[config.mk]
export PLATFORM = sky130hd
export DESIGN_NAME = cpu_ctrl
export DESIGN_NICKNAME = d
export VERILOG_FILES = /design/src/rtl/cpu_ctrl.sv
export SDC_FILE = /design/constraint.sdc
export NUM_CORES = 1
export LEC_CHECK = 0
export BUFFER_PORTS_ARGS = -buffer_cell sky130_fd_sc_hd__buf_4
export CAP_MARGIN = 20
export CORE_ASPECT_RATIO = 1.2
export CORE_MARGIN = 2
export CORE_UTILIZATION = 56
export DETAILED_ROUTE_END_ITERATION = 7
export PLACE_DENSITY_LB_ADDON = 0.2
export SETUP_SLACK_MARGIN = 0.3
export SYNTH_ARGS = -nofsm -noshare
export SYNTH_HDL_FRONTEND = slang
export SYNTH_SLANG_ARGS = --single-unit
[constraint.sdc]
create_clock -name I_clk -period 4.2 [get_ports I_clk]
set_clock_uncertainty 0.1 [all_clocks]
set_input_delay 0.21 -clock I_clk [delete_from_list [all_inputs] [get_ports I_clk]]
set_output_delay 0.21 -clock I_clk [all_outputs]
set_load 0.02 [all_outputs]
[src/rtl/cpu_ctrl.sv]
// cpu_ctrl: multi-cycle instruction sequencer.
// Walks each instruction through FETCH, DECODE, REGREAD, ALU, optional MEM and
// WB, with a memory-wait watchdog, a halt state and a sticky fault state.
// All outputs are decoded from the registered state only (Moore).
module cpu_ctrl #(
  parameter int MEM_TIMEOUT = 15
) (
  input  logic        I_clk,
  input  logic        I_reset,
  input  logic        I_mem_ready,
  input  logic        I_memop,
  input  logic        I_shldBranch,
  input  logic        I_halt,
  output logic [5:0]  O_state,
  output logic        O_mem_req,
  output logic        O_alu_en,
  output logic        O_pc_load,
  output logic        O_pc_inc,
  output logic [15:0] O_instr_count,
  output logic        O_halted,
  output logic        O_fault
);

  // Wait counter is at least 4 bits, grows with MEM_TIMEOUT, capped at 16.
  localparam int CNT_W_RAW = (MEM_TIMEOUT < 16) ? 4 : $clog2(MEM_TIMEOUT + 1);
  localparam int CNT_W     = (CNT_W_RAW > 16) ? 16 : CNT_W_RAW;
  localparam int TO_LAST_I = (MEM_TIMEOUT > 0) ? (MEM_TIMEOUT - 1) : 0;
  localparam logic [CNT_W-1:0] TO_LAST = TO_LAST_I[CNT_W-1:0];
  localparam bit TO_EN = (MEM_TIMEOUT > 0);

  typedef enum logic [3:0] {
    ST_IDLE, ST_FETCH, ST_DECODE, ST_REGREAD, ST_ALU,
    ST_MEM, ST_WB, ST_HALT, ST_FAULT
  } state_t;

  state_t            state_q, state_d;
  logic              br_q, br_d;
  logic [CNT_W-1:0]  wait_q, wait_d;
  logic [15:0]       icnt_q, icnt_d;
  logic              timeout_hit;

  // Last permitted waiting cycle reached with memory still not ready.
  assign timeout_hit = TO_EN && (wait_q == TO_LAST) && !I_mem_ready;

  // State, branch, wait-counter and retire-counter registers.
  always_ff @(posedge I_clk or posedge I_reset) begin
    if (I_reset) begin
      state_q <= ST_IDLE;
      br_q    <= 1'b0;
      wait_q  <= '0;
      icnt_q  <= '0;
    end else begin
      state_q <= state_d;
      br_q    <= br_d;
      wait_q  <= wait_d;
      icnt_q  <= icnt_d;
    end
  end

  // Next-state selection; a memory handshake beats the watchdog on the same edge.
  always_comb begin
    state_d = state_q;
    case (state_q)
      ST_IDLE:    state_d = ST_FETCH;
      ST_FETCH: begin
        if (I_mem_ready)      state_d = ST_DECODE;
        else if (timeout_hit) state_d = ST_FAULT;
      end
      ST_DECODE:  state_d = ST_REGREAD;
      ST_REGREAD: state_d = ST_ALU;
      ST_ALU:     state_d = I_memop ? ST_MEM : ST_WB;
      ST_MEM: begin
        if (I_mem_ready)      state_d = ST_WB;
        else if (timeout_hit) state_d = ST_FAULT;
      end
      ST_WB:      state_d = I_halt ? ST_HALT : ST_FETCH;
      ST_HALT:    state_d = I_halt ? ST_HALT : ST_FETCH;
      ST_FAULT:   state_d = ST_FAULT;
      default:    state_d = ST_IDLE;
    endcase
  end

  // Branch capture on ALU exit, memory wait counting, retire counting on WB exit.
  always_comb begin
    br_d   = br_q;
    wait_d = wait_q;
    icnt_d = icnt_q;
    if (state_q == ST_ALU) br_d = I_shldBranch;
    if (((state_d == ST_FETCH) || (state_d == ST_MEM)) && (state_d != state_q)) begin
      wait_d = '0;
    end else if ((state_q == ST_FETCH) || (state_q == ST_MEM)) begin
      if (I_mem_ready)      wait_d = '0;
      else if (wait_q != '1) wait_d = wait_q + 1'b1;
    end
    if (state_q == ST_WB) icnt_d = icnt_q + 16'd1;
  end

  // Moore output decode.
  always_comb begin
    O_state       = 6'b000000;
    O_mem_req     = 1'b0;
    O_alu_en      = 1'b0;
    O_pc_load     = 1'b0;
    O_pc_inc      = 1'b0;
    O_halted      = 1'b0;
    O_fault       = 1'b0;
    O_instr_count = icnt_q;
    case (state_q)
      ST_FETCH:   begin O_state = 6'b000001; O_mem_req = 1'b1; end
      ST_DECODE:  O_state = 6'b000010;
      ST_REGREAD: O_state = 6'b000100;
      ST_ALU:     begin O_state = 6'b001000; O_alu_en = 1'b1; end
      ST_MEM:     begin O_state = 6'b010000; O_mem_req = 1'b1; end
      ST_WB: begin
        O_state   = 6'b100000;
        O_pc_load = br_q;
        O_pc_inc  = ~br_q;
      end
      ST_HALT:    O_halted = 1'b1;
      ST_FAULT:   O_fault = 1'b1;
      default:    O_state = 6'b000000;
    endcase
  end

endmodule
Word level (Yosys, flattened, before mapping)
Cells that the tools add are included.
{"block": "totals", "register_bits": 25, "in_bits": 6, "out_inout_bits": 28, "wordCells": 48}
{"block": "classes", "n_addsub": 2, "n_eq_ne": 13, "muxes": 17, "bitwise": 1, "n_reduce_logical": 11}
{"operator": "$pmux W6 S6", "count": 1}
{"operator": "$pmux W4 S8", "count": 1}
{"operator": "$mux W4", "count": 7}
{"operator": "$eq A4 B3 Y1 const B", "count": 5}
{"operator": "$add A16 B1 Y16 const B", "count": 1}
{"operator": "$eq A4 B1 Y1 const B", "count": 2}
{"operator": "$eq A4 B2 Y1 const B", "count": 2}
{"operator": "$eq A4 B4 Y1 const B", "count": 2}
{"operator": "$mux W1", "count": 6}
{"operator": "$add A4 B1 Y4 const B", "count": 1}
{"operator": "$logic_not A4 Y1", "count": 1}
{"operator": "$ne A4 B4 Y1", "count": 1}
{"operator": "$ne A4 B4 Y1 const B", "count": 1}
{"operator": "$reduce_or A2 Y1", "count": 2}
{"operator": "$mux W3", "count": 1}
{"operator": "$reduce_bool A3 Y1", "count": 1}
{"operator": "$logic_and A1 B1 Y1", "count": 2}
{"operator": "$logic_or A1 B1 Y1", "count": 2}
{"operator": "$mux W2", "count": 1}
{"operator": "$reduce_and A2 Y1", "count": 1}
{"operator": "$reduce_bool A2 Y1", "count": 1}
{"operator": "$logic_not A1 Y1", "count": 1}
{"operator": "$not A1 Y1", "count": 1}

Logic depth before layout (Yosys ltp)
Gate-level depths: netlist of run 1.
{"block": "logic_depth", "word_depth": 10, "mapped_depth": 6, "depth_no_buf": 5}

Worst setup path after synthesis of run 1
Ideal clock, no wire load.
{"block": "synth_timing", "path_kind": "register -> register", "from": "register state_q[1]", "to": "register br_q", "setup_time_ns": 0.125, "t_arrival_ns": 1.875, "required_time_ns": 3.975, "path_slack_ns": 2.101, "path_stages_with_launch": 4, "synth_period_minus_slack_ns": 2.099, "path_cell_list": "dfrtp_1 clkbuf_1 nor4b_1 mux2_2"}
{"block": "synth_between", "elab_chain_cells": 1}
{"item": "start, declared", "line": "36", "text": "state_t state_q, state_d;"}
{"item": "start signal, assigned", "line": "53", "text": "state_q <= state_d;"}
{"item": "$eq A4 B3 Y1", "line": "88", "text": "if (state_q == ST_ALU) br_d = I_shldBranch;"}
{"item": "end signal, assigned", "line": "54", "text": "br_q <= br_d;"}
{"item": "end, declared", "line": "37", "text": "logic br_q, br_d;"}
No other way between the ends.
A chain may end at the register's enable or synchronous reset.

Worst setup path in the final report of run 1
{"block": "layout_timing", "from": "register state_q[0]", "to": "output port O_state[4]"}
{"block": "layout_between", "elab_chain_cells": 2, "word_cells_on_any_way": 7, "cone_classes": "eq/ne (6); mux (1)"}
{"item": "$eq A4 B3 Y1 (tied with other cells)", "line": "108", "text": "case (state_q)"}
{"item": "$pmux W6 S6 (*)", "line": "108"}
{"item": "end, declared", "line": "14", "text": "output logic [5:0] O_state,"}
Mark *: on every way between the ends. The rest lies on a longest branch, timed or not.

==> results of run 1 <==
==> path summary, 6_finish.rpt <==
path / from / endpoint / slack (ns) / cells past startpoint
worst max-delay path: state_q[0] / O_state[4] / 2.05 / 5
worst min-delay path: I_reset / O_instr_count[13] / -0.005 / 2
worst max register to register: state_q[2] / O_instr_count[12] / 2.09 / 4
worst min register to register: O_instr_count[15] / O_instr_count[15] / 0.40 / 1
max in group asynchronous: I_reset / O_instr_count[7] / 3.45 / 2
min in group I_clk: I_shldBranch / br_q / 0.03 / 2
==> report_power, final <==
part | switching, uW | internal (uW) | total (uW) | leakage, uW
Sequential | 84.3 | 284 | 368 | 0.000334
Combinational | 209 | 178 | 387 | 0.000433
Clock | 65.9 | 37.0 | 103 | 0.0000150
Total | 360 | 498 | 858 | 0.000782
==> layer usage <==
layer  up-vias  share of wire [%]  track usage (%)
li1        538                  -                -
met1       531                 40             23.9
met2        27                 54             37.8
met3         6                3.6             1.03
met4         0                2.1             12.2
met5         -                  0                0
==> cell families (layout without fill, tap and decap cells) <==
family	after synthesis	after routing	synth area share, %
and+or+nand+nor	58	58	26.7
DFF	25	25	46.6
AOI/OAI and AO/OA	17	17	8.85
xor gates and xnor gates	15	15	9.79
buffers and inverters	15	46	4.38
adders and majority gates	3	3	2.80
muxes	1	1	0.839
==> metrics by stage <==
stage          power (uW)  std cells  instance area [sq um]  worst slack (ns)  utilization (%)
2_1_floorplan         628        134                   1340              2.10                -
3_3_place_gp          741        192                   1600              2.22             70.3
3_5_place_dp          760        192                   1600              2.12             70.3
4_1_cts               865        196                   1630              2.04             71.4
5_1_grt               917        196                   1630              1.91             71.4
6_report              858        196                   1630              2.05             71.4
==> registers in the layout, summed over array words and instances, names as in the netlist <==
| name | count |
|---|---|
| br_q | 1 |
| wait_q | 4 |
| O_instr_count | 16 |
| state_q | 4 |
==> critical path, stage by stage (launching register included) <==
cell	delay [ns]
dfrtp_1	0.54
inv_1	0.15
or3_1	0.48
inv_1	0.10
and2_1	0.13
buf_4	0.13
==> cell type report <==
class / count / area, sq um / share of cell area, %
inverters: 9 / 33.8 / 2.07
flip-flops and latches: 25 / 626 / 38.4
multi-input cells: 94 / 658 / 40.4
repair buffers: 33 / 248 / 15.2
well taps: 31 / 38.8 / 2.38
clock buffers: 4 / 26.3 / 1.61
==> synthesized netlist by cell type (2+ instances only) <==
cell      count  area share [%]
and2_1        2            0.93
nor2_1       10             2.8
xor2_1        6             3.9
inv_1         8             2.2
clkbuf_1      4             1.1
and4_1        4             2.6
a22oi_1       2             1.1
nand4_1       3             1.4
nand2b_1      3             1.4
nand3_1       6             2.2
ha_1          3             2.8
o21ai_1       2            0.75
nand2_1      10             2.8
buf_2         2            0.75
a31oi_1       2            0.93
dfrtp_1      25              47
o21ai_0       3             1.1
xnor2_1       9             5.9
nor4b_1       5             3.3
a21oi_1       4             1.5
nor4_1        2            0.93
==> reports/qor.csv, run 1 <==
metric,value,unit
crit share post-route,51.3,%
clock insertion delay at the later pin of the skew report,0.31,ns
Placer Congestion,0.768,
detailed-route wire length per cell,13.7,um
WP data arrival,1.84,ns
Clock Path Buffers,2,
Setup CP Type,reg -> out,
CTS tree,yes,
GR Util All Layers,20.6,%
number of synthesized register bits,25,
synthesis-to-finish area growth,21.4,%
cells after synthesis,134,
"commonest non-fill, non-tap cell in the layout",buf_4,
Lkg Pwr,0.000782,uW
peak supply drop,0.000465,V
most frequent cells in the layout,"buf_4 (33), dfrtp_1 (25), nand2_1 (10), nor2_1 (10), xnor2_1 (9)",
H-Tree Depth,1,
ANT cells,0,
Crit. End Element,output pin,
# DRC,0,
area of the die,0.00281,sq mm
"EDFF count, synth",0,
pin count of the biggest net entering global routing,26,
Setup TNS Final,0,ns
Max-slew headroom,38.5,%
unrepaired setup endpoints after global routing,no,
Worst Max-Slew Pin Slew,0.922,ns
initial antenna violation count,0,
syn_nets,143,
row count,19,
clock buffer count from CTS,3,
Final min period,2.15,ns
hold crit path type,in -> async,
DR iter-0 viols,15,
port buffer count,33,
"Max FO, Critical Path",11,
CORE AREA,0.00228,sq mm
CTS Root Cell,clkbuf_4,
Initial Util,58.8,%
first-pass GRT wire length,4.49,mm
TritonCTS sink count,25,
DR pass1 iterations,4,
fmax,464,MHz
Required @ worst endpoint,3.89,ns
yosys warns,0,
Final Routed Wirelength,2.68,mm
Detail Placement HPWL,2.07,mm
final setup fails,0,
Yosys cell types,40,
Post-synth ARST share,100,%
Most used DFF post-synth,dfrtp_1,
WHS,-0.00484,ns
FILL cells,185,
routed vias/inst,5.62,
Die Ht,57.6,um
vias in the first global route,1027,
total gr overflow,0,
register area share after synthesis,46.6,%
endpoints failing hold,14,
antenna-violating nets left,0,
die width,48.7,um
layout cells sized above 1,26.1,%
Layout Nets,175,
Max-Cap Viols,0,
Max Slew Vio Count,0,
"CTS clk-pin slew, worst paths",0.13,ns
Post-CTS Setup Bufs,0,
cts hold-fix bufs,0,
Power Density,526,mW/mm^2
CP startpoint kind,flip-flop,
syn avg cell area,10.0,sq um
synthesized cell area,0.00134,sq mm
via count,1102,
Resize count post-CTS,0,
failing checks,negative hold slack,
I/O Pins,34,
status,"complete, but fails checks",
(Power assumes the default switching activity.)
==> run 2, diff against run 1 <==
--- a/config.mk
+++ b/config.mk
@@ -5,11 +5,12 @@
 export SDC_FILE = /design/constraint.sdc
 export NUM_CORES = 1
 export LEC_CHECK = 0
+export ABC_AREA = 1
 export BUFFER_PORTS_ARGS = -buffer_cell sky130_fd_sc_hd__buf_4
 export CAP_MARGIN = 20
 export CORE_ASPECT_RATIO = 1.2
 export CORE_MARGIN = 2
-export CORE_UTILIZATION = 56
+export CORE_UTILIZATION = 48
 export DETAILED_ROUTE_END_ITERATION = 7
 export PLACE_DENSITY_LB_ADDON = 0.2
 export SETUP_SLACK_MARGIN = 0.3
==> constraint.sdc (replaced) <==
create_clock -name I_clk -period 1.75 [get_ports I_clk]
set_clock_uncertainty 0.1 [all_clocks]
set_input_delay 0.0875 -clock I_clk [delete_from_list [all_inputs] [get_ports I_clk]]
set_output_delay 0.0875 -clock I_clk [all_outputs]
set_load 0.02 [all_outputs]
==> run 2 against run 1 <==
The run ends with negative setup slack left. Critical path type is now reg -> reg. Register-to-register slack got worse by 2.1 ns. Clock power rose to 2.7 times the previous value. Flip-flop and latch count did not move. Routed wire length rose by 79%. Sequential power rose by 140%. Hold slack improved by 0.11 ns. Synthesized area rose by 9.3%. Core utilization rose by 8.9 points. Combinational power rose to 5.2 times the previous value. Highest routed layer unchanged.
==> reports/qor.csv, run 2 <==
metric,value,unit
status,"complete, but fails checks",
failing checks,negative setup slack,
Total Power,3150,uW
synthesis-to-finish area growth,64.2,%
leading area contributor after synthesis,dfrtp_1,
ranking of synthesized cells by area,"dfrtp_1 (43%), nand2_1 (9.2%), inv_1 (6.9%)",
Final Routed Wirelength,4.81,mm
vias in the first global route,1427,
"EDFF count, synth",0,
layout cells sized above 1,56.1,%
CP startpoint kind,flip-flop,
Required @ worst endpoint,1.88,ns
Reg-to-Reg End,wait_q[2],
initial antenna violation count,0,
via count,1582,
WP data arrival,1.90,ns
top-area cell type share of the netlist area,42.6,%
Lkg Pwr,0.00117,uW
crit share post-route,101,%
syn_nets,195,
Final min period,1.77,ns
clock insertion delay at the later pin of the skew report,0.33,ns
CORE AREA,0.00300,sq mm
top-count cell post-synth,nand2_1,
DR iter-0 viols,42,
TritonCTS sink count,25,
"commonest non-fill, non-tap cell in the layout",buf_4,
FF-to-FF Start,wait_q[0],
detailed-route wire length per cell,16.6,um
dpl cell area,0.00178,sq mm
Die Ht,64.6,um
syn avg cell area,7.89,sq um
yosys warns,0,
Post-synth top cells,"nand2_1 (36), inv_1 (27), dfrtp_1 (25)",
worst setup path startpoint,wait_q[0],
Detail Placement HPWL,2.48,mm
H-Tree Depth,1,
unrepaired setup endpoints after global routing,yes,
cells after synthesis,186,
die width,54.5,um
"Max FO, Critical Path",4,
crit path to,wait_q[2],
worst r2r path cells,9,
final setup fails,4,
Yosys cell types,26,
Clock Path Buffers,2,
CP max-delay cell,dfrtp_1,
number of synthesized register bits,25,
delay of the slowest cell on the worst path,0.45,ns
endpoints failing hold,0,
DR pass1 iterations,6,
most frequent cells in the layout,"buf_4 (41), nand2_1 (23), buf_6 (21), inv_1 (17), dfrtp_1 (13)",
register area share after synthesis,42.6,%
GR Util All Layers,22.5,%
FILL cells,164,
Max Slew Vio Count,0,
# DRC,0,
routed vias/inst,5.47,
Power Density,1310,mW/mm^2
clock buffer count from CTS,3,
CP cell instances,"inv_2, ha_4, nand4_1, nand2_2, nand2_1, nor2_1, nand2_2, nand3_4, a21oi_2",
Initial Util,48.9,%
Worst Max-Slew Pin Slew,0.348,ns
Max-slew headroom,76.8,%
Most used DFF post-synth,dfrtp_1,
fmax,564,MHz
pin count of the biggest net entering global routing,26,
area of the die,0.00352,sq mm
hold crit path type,in -> reg,
crit-path most repeated cell,nand2_2,
Max-Cap Viols,0,
Placer Congestion,0.888,
Crit. End Element,flip-flop,
row count,22,
I/O Pins,34,
Post-synth ARST share,100,%
first-pass GRT wire length,5.89,mm
CTS tree,yes,
Final Worst Setup Slack,-0.0220,ns
total gr overflow,0,
post-route cell area,0.00241,sq mm
reg2reg setup slack,-0.02,ns
max reg flops,16,
Layout Nets,263,
ANT cells,0,
port buffer count,33,
peak supply drop,0.00119,V
CTS Root Cell,clkbuf_4,
synthesized cell area,0.00147,sq mm
"CTS clk-pin slew, worst paths",0.15,ns
Setup CP Type,reg -> reg,
antenna-violating nets left,0,
[run 2: kinds of logic (layout without fill, tap and decap cells)]
family / count (synthesis) / in the layout / share of synthesized area (%)
DFF: 25 / 25 / 42.6
buffers and inverters: 30 / 97 / 8.44
xor gates and xnor gates: 14 / 14 / 8.35
AOI/OAI and AO/OA: 20 / 20 / 7.42
and+or+nand+nor: 94 / 94 / 30.6
adders and majority gates: 3 / 3 / 2.56
[run 2: final cells by class]
class	count	area [sq um]	area share, %
clock buffers	3	22.5	0.935
clock inverters	1	5.00	0.208
inverters	28	118	4.88
multi-input cells	131	1000	41.7
flip-flops and latches	25	641	26.6
well taps	36	45.0	1.87
repair buffers	65	574	23.8
[run 2: how the worst min path moves through the flow]
| stage | startpoint | end | slack [ns] | depth (start not counted) |
|---|---|---|---|---|
| 2_1_floorplan | I_reset | O_instr_count[10] | 0.01 | 1 |
| 3_3_place_gp | I_reset | wait_q[0] | 0.06 | 3 |
| 6_report | I_halt | state_q[1] | 0.11 | 5 |
| 3_5_place_dp | I_reset | wait_q[0] | 0.08 | 3 |
| 5_1_grt | I_halt | state_q[2] | 0.13 | 5 |
| 4_1_cts | I_memop | state_q[0] | 0.05 | 5 |
[run 2: worst max-delay path, delay by kind of cell (launching register included)]
| family | cells | cell delay [ns] |
|---|---|---|
| and+or+nand+nor | 6 | 0.79 |
| AOI/OAI and AO/OA | 1 | 0.07 |
| adders and majority gates | 1 | 0.13 |
| DFF | 1 | 0.45 |
| buffers and inverters | 1 | 0.12 |
[run 2: metrics by stage]
step | hold slack (ns) | setup TNS [ns] | setup WS, ns | instances | utilization, %
floorplan | 0.0145 | 0 | 0.234 | 186 | -
global placement | 0.0647 | 0 | 0.115 | 256 | 59.5
detailed placement | 0.0764 | 0 | 0.123 | 256 | 59.5
CTS | 0.0534 | 0 | 0.132 | 276 | 67.8
global route | 0.126 | -0.306 | -0.0829 | 289 | 80.3
finish | 0.106 | -0.0709 | -0.0220 | 289 | 80.3
[run 2: repair_timing]
item | in CTS | in global routing
cloned | 0 | 0
setup buffers | 13 | 13
gates resized for setup | 31 | 80
hold buffers | 3 | 0
hold endpoints to repair | 27 | 0
pin swaps | 4 | 19
endpoints found under the setup margin | 21 | 31
[run 2: metal layers]
| layer | GRT usage [%] | wire length, um |
|---|---|---|
| met4 | 11.3 | 246 |
| met1 | 24.6 | 1800 |
| met3 | 3.46 | 131 |
| met5 | 0 | 0 |
| met2 | 39.9 | 2630 |
[run 2: report_power, final]
part / switching, uW / leakage, uW / internal [uW]
clock: 192 / 0.0000177 / 85.7
combinational: 1160 / 0.000829 / 834
sequential: 178 / 0.000320 / 693
